==> config.mk <==
export PLATFORM = sky130hd
export DESIGN_NAME = pipeline_ctrl
export DESIGN_NICKNAME = d
export VERILOG_FILES = /design/src/rtl/pipeline_ctrl_pkg.sv /design/src/rtl/pipeline_ctrl_load_use_detect.sv /design/src/rtl/pipeline_ctrl.sv
export SDC_FILE = /design/constraint.sdc
export NUM_CORES = 1
export LEC_CHECK = 0
export CAP_MARGIN = 10
export CORE_ASPECT_RATIO = 0.9
export CORE_MARGIN = 8
export CORE_UTILIZATION = 35
export DETAILED_ROUTE_END_ITERATION = 12
export PLACE_DENSITY = 0.87
export RECOVER_POWER = 25
export SETUP_SLACK_MARGIN = 0.15
export SYNTH_ARGS = -nofsm -noshare
export SYNTH_HDL_FRONTEND = slang
export SYNTH_HIERARCHICAL = 1
export SYNTH_SLANG_ARGS = --single-unit
==> constraint.sdc <==
create_clock -name clk -period 4.87 [get_ports clk]
set_input_delay 0.974 -clock clk [delete_from_list [all_inputs] [get_ports clk]]
set_output_delay 0.974 -clock clk [all_outputs]
set_load 0.01 [all_outputs]
==> src/rtl/pipeline_ctrl_pkg.sv <==
// Shared types and constants for the RV32I pipeline-register sequencer.
// Optional perf counters in pipeline_ctrl are enabled by PIPELINE_PERF_CNT_EN.
package pipeline_ctrl_pkg;

  typedef enum logic [1:0] {
    RUN      = 2'd0,
    LD_STALL = 2'd1,
    DRAIN    = 2'd2,
    HALTED   = 2'd3
  } state_t;

  localparam logic [31:0] NOP_INSTR = 32'h00000013;
  localparam logic [4:0]  REG_ZERO  = 5'd0;

endpackage

==> src/rtl/pipeline_ctrl_load_use_detect.sv <==
// Combinational load-use hazard compare between the IF_ID instruction and a load in ID_EX.
module load_use_detect
  import pipeline_ctrl_pkg::*;
(
  input  logic [4:0] id_rs1,
  input  logic [4:0] id_rs2,
  input  logic       id_uses_rs1,
  input  logic       id_uses_rs2,
  input  logic [4:0] ex_rd,
  input  logic       ex_is_load,
  output logic       hazard
);

  // x0 never carries a real dependency, so a load targeting it cannot stall.
  assign hazard = ex_is_load && (ex_rd != REG_ZERO) &&
                  ((id_uses_rs1 && (id_rs1 == ex_rd)) ||
                   (id_uses_rs2 && (id_rs2 == ex_rd)));

endmodule

==> src/rtl/pipeline_ctrl.sv <==
// Pipeline-register sequencer: load-use stalls, EX redirect flushes, halt/drain/resume.
// Define PIPELINE_PERF_CNT_EN to build the stall/flush performance counters.
module pipeline_ctrl
  import pipeline_ctrl_pkg::*;
#(
  parameter int unsigned LOAD_BUBBLES = 1,
  parameter int unsigned DRAIN_CYCLES = 3
) (
  input  logic        clk,
  input  logic        rst_n,
  input  logic [4:0]  id_rs1,
  input  logic [4:0]  id_rs2,
  input  logic        id_uses_rs1,
  input  logic        id_uses_rs2,
  input  logic [4:0]  ex_rd,
  input  logic        ex_is_load,
  input  logic        ex_redirect,
  input  logic        halt_req,
  input  logic        resume_req,
  output logic        pc_we,
  output logic        if_id_we,
  output logic        if_id_nop,
  output logic        id_ex_we,
  output logic        id_ex_nop,
  output logic        ex_mem_nop,
  output logic        halted,
  output logic [31:0] stall_cycles,
  output logic [31:0] flush_events
);

  // Control handshake: every output is a level for the current cycle; a we/nop pair
  // is never both high, and we=0 with nop=0 means the register holds.

  state_t     state, state_d;
  logic [1:0] bubble_cnt, bubble_d;
  logic [2:0] drain_cnt, drain_d;
  logic       hazard;

  load_use_detect u_detect (
    .id_rs1      (id_rs1),
    .id_rs2      (id_rs2),
    .id_uses_rs1 (id_uses_rs1),
    .id_uses_rs2 (id_uses_rs2),
    .ex_rd       (ex_rd),
    .ex_is_load  (ex_is_load),
    .hazard      (hazard)
  );

  always_ff @(posedge clk or negedge rst_n) begin
    if (!rst_n) begin
      state      <= RUN;
      bubble_cnt <= 2'd0;
      drain_cnt  <= 3'd0;
    end else begin
      state      <= state_d;
      bubble_cnt <= bubble_d;
      drain_cnt  <= drain_d;
    end
  end

  always_comb begin
    state_d    = state;
    bubble_d   = bubble_cnt;
    drain_d    = drain_cnt;
    pc_we      = 1'b1;
    if_id_we   = 1'b1;
    if_id_nop  = 1'b0;
    id_ex_we   = 1'b1;
    id_ex_nop  = 1'b0;
    ex_mem_nop = 1'b0;
    halted     = 1'b0;
    if (ex_redirect && (state != HALTED)) begin
      // Redirect wins over any stall: load the target, squash the two younger slots.
      if_id_we  = 1'b0;
      if_id_nop = 1'b1;
      id_ex_we  = 1'b0;
      id_ex_nop = 1'b1;
      if (state == LD_STALL) begin
        state_d  = RUN;
        bubble_d = 2'd0;
      end else if (state == DRAIN) begin
        drain_d = 3'(DRAIN_CYCLES);
      end
    end else begin
      case (state)
        RUN: begin
          if (hazard) begin
            pc_we     = 1'b0;
            if_id_we  = 1'b0;
            id_ex_we  = 1'b0;
            id_ex_nop = 1'b1;
            if (LOAD_BUBBLES > 1) begin
              state_d  = LD_STALL;
              bubble_d = 2'(LOAD_BUBBLES - 1);
            end
          end else if (halt_req) begin
            state_d = DRAIN;
            drain_d = 3'(DRAIN_CYCLES);
          end
        end
        LD_STALL: begin
          pc_we     = 1'b0;
          if_id_we  = 1'b0;
          id_ex_we  = 1'b0;
          id_ex_nop = 1'b1;
          bubble_d  = bubble_cnt - 2'd1;
          if (bubble_cnt <= 2'd1) state_d = RUN;
        end
        DRAIN: begin
          pc_we     = 1'b0;
          if_id_we  = 1'b0;
          if_id_nop = 1'b1;
          drain_d   = drain_cnt - 3'd1;
          if (drain_cnt <= 3'd1) state_d = HALTED;
        end
        default: begin
          pc_we      = 1'b0;
          if_id_we   = 1'b0;
          if_id_nop  = 1'b1;
          id_ex_we   = 1'b0;
          id_ex_nop  = 1'b1;
          ex_mem_nop = 1'b1;
          halted     = 1'b1;
          if (resume_req) state_d = RUN;
        end
      endcase
    end
    // While reset is held the pipeline free-runs regardless of hazard inputs.
    if (!rst_n) begin
      pc_we      = 1'b1;
      if_id_we   = 1'b1;
      if_id_nop  = 1'b0;
      id_ex_we   = 1'b1;
      id_ex_nop  = 1'b0;
      ex_mem_nop = 1'b0;
      halted     = 1'b0;
    end
  end

`ifdef PIPELINE_PERF_CNT_EN
  logic [31:0] stall_q, flush_q;
  logic        stall_inc, flush_inc;

  assign stall_inc = !ex_redirect && ((state == LD_STALL) || ((state == RUN) && hazard));
  assign flush_inc = ex_redirect && (state != HALTED);

  always_ff @(posedge clk or negedge rst_n) begin
    if (!rst_n) begin
      stall_q <= 32'd0;
      flush_q <= 32'd0;
    end else begin
      if (stall_inc) stall_q <= stall_q + 32'd1;
      if (flush_inc) flush_q <= flush_q + 32'd1;
    end
  end

  assign stall_cycles = stall_q;
  assign flush_events = flush_q;
`else
  assign stall_cycles = 32'b0;
  assign flush_events = 32'b0;
`endif

endmodule
Word-level counts from Yosys, hierarchy flattened
Cells that the tools add are included.
{ "op_classes": {"n_addsub": 2, "n_lt_le_gt_ge": 2, "n_eq_ne": 12, "muxes": 35, "reduce_logical": 14} }
{ "op_table": {"columns": ["cell", "count"], "rows": [
  ["$mux W2", 9],
  ["$mux W1", 17],
  ["$mux W3", 5],
  ["$eq A5 B5 Y1", 2],
  ["$ne A3 B2 Y1 const B", 2],
  ["$ne A3 B3 Y1 const B", 2],
  ["$pmux W2 S3", 1],
  ["$pmux W3 S2", 1],
  ["$reduce_and A6 Y1", 1],
  ["$logic_and A1 B1 Y1", 5],
  ["$reduce_and A5 Y1", 1],
  ["$reduce_bool A5 Y1", 1],
  ["$ne A2 B1 Y1 const B", 2],
  ["$ne A2 B2 Y1 const B", 2],
  ["$pmux W1 S2", 2],
  ["$reduce_bool A4 Y1", 1],
  ["$le A3 B1 Y1 const B", 1],
  ["$reduce_or A3 Y1", 1],
  ["$sub A3 B1 Y3 const B", 1],
  ["$eq A2 B1 Y1 const B", 1],
  ["$eq A2 B2 Y1 const B", 1],
  ["$le A2 B1 Y1 const B", 1],
  ["$logic_not A2 Y1", 1],
  ["$reduce_bool A2 Y1", 1],
  ["3 further kinds", 3]
]} }
{ "word_totals": {"reg_bits": 7, "input_bits": 23, "output_inout_bits": 71, "wordCells": 68} }

Logic depth before layout (Yosys ltp)
{ "logic_depth": {"ltp_word": 8, "ltp_mapped": 7, "ltp_nobuf": 7} }

Cells and area by module
The synthesis kept the hierarchy.
{ "by_module_without_submodules": {"columns": ["module", "n_inst", "cells_per_inst", "area_per_inst_um2"], "rows": [
  ["pipeline_ctrl", 1, 114, 1012.2],
  ["load_use_detect", 1, 17, 133.9]
]} }

Worst setup path before layout
Ideal clock, no wire load.
{ "synth_path": {"kind": "input to output", "start": "input port ex_rd[1]", "end": "output port id_ex_we", "arrival_ns": 2.197, "path_slack_ns": 1.699, "stages": 6, "path_cell_list": "or4_1 o21ai_1 a21oi_1 inv_1 nor2_1 o31ai_1"} }
{ "synth_via": {"elab_chain_len": 8, "elab_cells_between_ends": 12, "classes_between": "2 x eq/ne; 4 x mux; 6 x reduce/logical"} }
{ "synth_lines": {"columns": ["item", "line", "text"], "rows": [
  ["start, declared", "pipeline_ctrl.sv:15", "input logic [4:0] ex_rd,"],
  ["$eq A5 B5 Y1 (on tied branches)", "pipeline_ctrl_load_use_detect.sv:16, pipeline_ctrl_load_use_detect.sv:17", null],
  ["$logic_and A1 B1 Y1 (on tied branches)", "pipeline_ctrl_load_use_detect.sv:16, pipeline_ctrl_load_use_detect.sv:17", null],
  ["$logic_or A1 B1 Y1", "pipeline_ctrl_load_use_detect.sv:16", "((id_uses_rs1 && (id_rs1 == ex_rd)) ||"],
  ["$logic_and A1 B1 Y1 *", "pipeline_ctrl_load_use_detect.sv:15", "assign hazard = ex_is_load && (ex_rd != REG_ZERO) &&"],
  ["via hazard", "pipeline_ctrl.sv:37", "logic hazard;"],
  ["$mux W1 *", "pipeline_ctrl.sv:87", "if (hazard) begin"],
  ["$pmux W1 S2 *", "pipeline_ctrl.sv:85", "case (state)"],
  ["$mux W1 *", "pipeline_ctrl.sv:72", "if (ex_redirect && (state != HALTED)) begin"],
  ["$mux W1 *", "pipeline_ctrl.sv:129", "if (!rst_n) begin"],
  ["end, declared", "pipeline_ctrl.sv:23", "output logic id_ex_we,"]
]} }
The timed path passes the listed nets; every way through them passes the cells marked *.

Final worst setup path
{ "layout_path": {"start": "input port ex_rd[0]", "end": "output port pc_we"} }
{ "layout_via": {"elab_chain_len": 8, "elab_cells_between_ends": 12, "classes_between": "2 x eq/ne; 4 x mux; 6 x reduce/logical"} }
{ "layout_lines": {"columns": ["item", "line", "text"], "rows": [
  ["$eq A5 B5 Y1 (on tied branches)", "pipeline_ctrl_load_use_detect.sv:16, pipeline_ctrl_load_use_detect.sv:17", null],
  ["$logic_and A1 B1 Y1 (on tied branches)", "pipeline_ctrl_load_use_detect.sv:16, pipeline_ctrl_load_use_detect.sv:17", null],
  ["$logic_or A1 B1 Y1", "pipeline_ctrl_load_use_detect.sv:16", null],
  ["$logic_and A1 B1 Y1 *", "pipeline_ctrl_load_use_detect.sv:15", null],
  ["via hazard", "pipeline_ctrl.sv:37", null],
  ["$mux W1 *", "pipeline_ctrl.sv:87", null],
  ["$mux W1 *", "pipeline_ctrl.sv:85", null],
  ["$mux W1 *", "pipeline_ctrl.sv:72", null],
  ["$mux W1 *", "pipeline_ctrl.sv:129", null],
  ["end, declared", "pipeline_ctrl.sv:20", "output logic pc_we,"]
]} }
Marks and branches as above.

==> key figures <==
Status
  – Status: finished clean

Logic synthesis
  – Post-synthesis mux area share: 1.86%
  – Main synth FF type: dfrtp_1
  – Synth Area in XOR/XNOR: 7.64%
  – Post-synth top area cell: buf_4
  – Yosys reg bits: 7
  – Share of the synthesized area in the top cell type: 42.6%
  – Post-synthesis simple-gate area fraction: 9.39%
  – Post-synth EDFFs: 0
  – Main combinational cell family by area after synthesis: buffers and inverters
  – Post-synthesis sequential area ratio: 15.3%
  – Synthesized-area fraction occupied by adder cells: 3.28%
  – Mapped Cells: 131
  – Synth area leaders: buf_4, dfrtp_1, xor2_1
  – Unique cell type count in the Yosys netlist: 37
  – Cell Area, Synth: 0.00115 sq mm
  – Complex-gate fraction of the synthesized area: 13.8%
  – Yosys warnings: 6
  – Syn Area/Cell: 8.75 sq um
  – Post-synth ARST share: 100%

Pwr
  – Power per cell area: 289 mW/mm^2
  – Internal power: 199 uW
  – Switching power total: 154 uW
  – Combinational share of power: 50.8%
  – Static leakage: 0.000583 uW
  – Switching Fraction: 43.6%
  – Total power draw: 353 uW
  – Power share of the sequential group: 34.0%
  – Clk network pwr share: 15.2%
  – Worst VDD drop: 0.0000935 V

CTS
  – Clock sinks: 7
  – Clock latency on the worst-skew pair: 250 ps
  – Clock Tree Buf Depth: 2
  – Clock root cell: clkbuf_4
  – CTS tree: built
  – CTS Buf Count: 3
  – Hold-fix buffers, CTS: 0
  – # resized after CTS: 0
  – H-tree Lvls: 1
  – Post-CTS setup buffers: 0
  – Clock Pin Slew Worst Setup and Hold Paths: 50 ps

STA
  – RSZ-0062 raised after global routing: no
  – Slew HR: 64.8%
  – Setup_tns: 0 ps
  – F_max: 231 MHz
  – Finish-stage setup viols: 0
  – Layout Skew: 2.02 ps
  – Worst Tran Pin Value: 527 ps
  – Final period util: 89.0%
  – Final count of hold timing violations: 0
  – Pins Over Slew Limit: 0
  – Fin crit period: 4330 ps

Finish
  – Most frequent cells in the layout: conb_1, clkdlybuf4s50_1, xor2_1
  – ANT cells: 0
  – Multi-input logic area: 652 sq um
  – NumNets Final: 186
  – Fillers: 331
  – Most common cell after layout, fill and taps aside: conb_1
  – Final Cell Area: 0.00122 sq mm
  – Layout cell share with drive strength beyond 1: 6.29%
  – Register area: 175 sq um
  – Layout area overhead: 6.55%
  – Final Util: 39.5%

Hold path
  – HP Start: drain_cnt[2]
  – Hold Path Stages: 1
  – Hold Crit Endpoint: state[0]
  – HP Class: reg2reg

Route
  – Wirelength per Cell: 12.5 um
  – Pre-antenna DRT Iters: 4
  – Routed WL: 2520 um
  – Initial DRC Count: 42
  – DR DRC count: 0
  – Routed Antenna Nets: 0
  – Vias: 746
  – Vias per inst: 3.71

Worst setup path
  – Crit path buf inv count: 3
  – Crit start category: input pin
  – Top Family by Delay on Critical Path: buffers and inverters
  – CP max stage delay: 530 ps
  – RR Startpoint: state[0]
  – CP endpoint kind: output pin
  – Worst Path Max Fanout: 4
  – Reg-to-Reg End: bubble_cnt[0]
  – Critical path, cell by cell: clkdlybuf4s50_1 -> xor2_1 -> nor4_2 -> nand3_1 -> a21oi_1 -> inv_1 -> a21oi_1 -> o221ai_1 -> clkdlybuf4s50_1
  – Slowest CP cell: clkdlybuf4s50_1
  – Critical setup path kind: in2out
  – R2R Setup Slk: 3470 ps
  – Reg2Reg Depth: 2
  – Worst path required time: 3900 ps
  – Worst path arrival time: 3360 ps

Global routing
  – Vias in the first global route: 804
  – GRT Total Usage: 8.61%
  – Largest net degree at the start of global routing: 14
  – Initial antenna violation count: 0
  – Global-route wire length before repair: 3820 um
  – Total gr overflow: 0

Placement
  – Placed Instance Area: 0.00119 sq mm
  – Placer Congestion: 0.752
  – IO Port Bufs: 29
  – HPWL Detailed: 2220 um

Die
  – Die area: 0.00536 sq mm
  – Die H: 70.3 um
  – I/O Pins: 94
  – Die width: 76.3 um
  – Core area: 0.00309 sq mm
  – Site Rows: 19
  – Effective utilization at floorplan: 37.1%

Run
  – Max Cap Viol: 0
==> through the flow <==
| step | setup WS [ps] | hold slack, ps | std cells |
|---|---|---|---|
| 2_1_floorplan | 1700 | 489 | 194 |
| 3_3_place_gp | 654 | 508 | 197 |
| 3_5_place_dp | 575 | 516 | 197 |
| 4_1_cts | 556 | 527 | 201 |
| 5_1_grt | 408 | 565 | 201 |
| 6_report | 537 | 527 | 201 |
==> routing by layer <==
metal	up-vias	global-route usage (%)	part of all wire, %
met5	-	0	0
met4	0	3.84	1.1
met3	2	3.96	8.7
met2	46	15.5	55
met1	340	8.23	35
li1	358	-	-
==> sequential cells by signal, indices dropped and copies added (netlist names) <==
signal,flops
bubble_cnt,2
drain_cnt,3
state,2
==> cells in the mapped netlist (all sizes together), types with 3 or more instances <==
cell type	count
nor2	4
a21oi	3
nand3	3
o21ai	3
buf	68
inv	6
ha	3
xor2	8
dfrtp	7
==> power by group through the flow <==
| stage | combinational [uW] | clock [uW] | sequential, uW |
|---|---|---|---|
| 2_1_floorplan | 195 | 0 | 98.3 |
| 3_3_place_gp | 172 | 0 | 119 |
| 3_5_place_dp | 178 | 0 | 121 |
| 4_1_cts | 179 | 55.6 | 120 |
| 5_1_grt | 197 | 58.2 | 126 |
| 6_report | 179 | 53.5 | 120 |
==> how the worst max path moves through the flow <==
| stage | startpoint | end | slack [ps] | cells past startpoint |
|---|---|---|---|---|
| final | ex_rd[0] | pc_we | 540 | 9 |
| after global routing | ex_rd[0] | id_ex_nop | 410 | 9 |
| after floorplan | ex_rd[1] | id_ex_we | 1700 | 6 |
| after CTS | ex_rd[0] | pc_we | 560 | 9 |
| after global placement | ex_rd[2] | pc_we | 650 | 9 |
| after detailed placement | ex_rd[0] | pc_we | 580 | 9 |
==> area by class of cell <==
class	count	share of cell area, %
flip-flops and latches	7	14.3
multi-input cells	113	53.4
inverters	6	2.05
well taps	42	4.30
clock buffers	4	2.15
repair buffers	29	23.8
==> cells by family after synthesis <==
logic type	count (synthesis)
xor gates and xnor gates	10
DFF	7
muxes	2
buffers and inverters	74
AOI/OAI and AO/OA	17
other	1
and+or+nand+nor	17
adders and majority gates	3
Note: power is estimated with default switching activity, not from simulation.
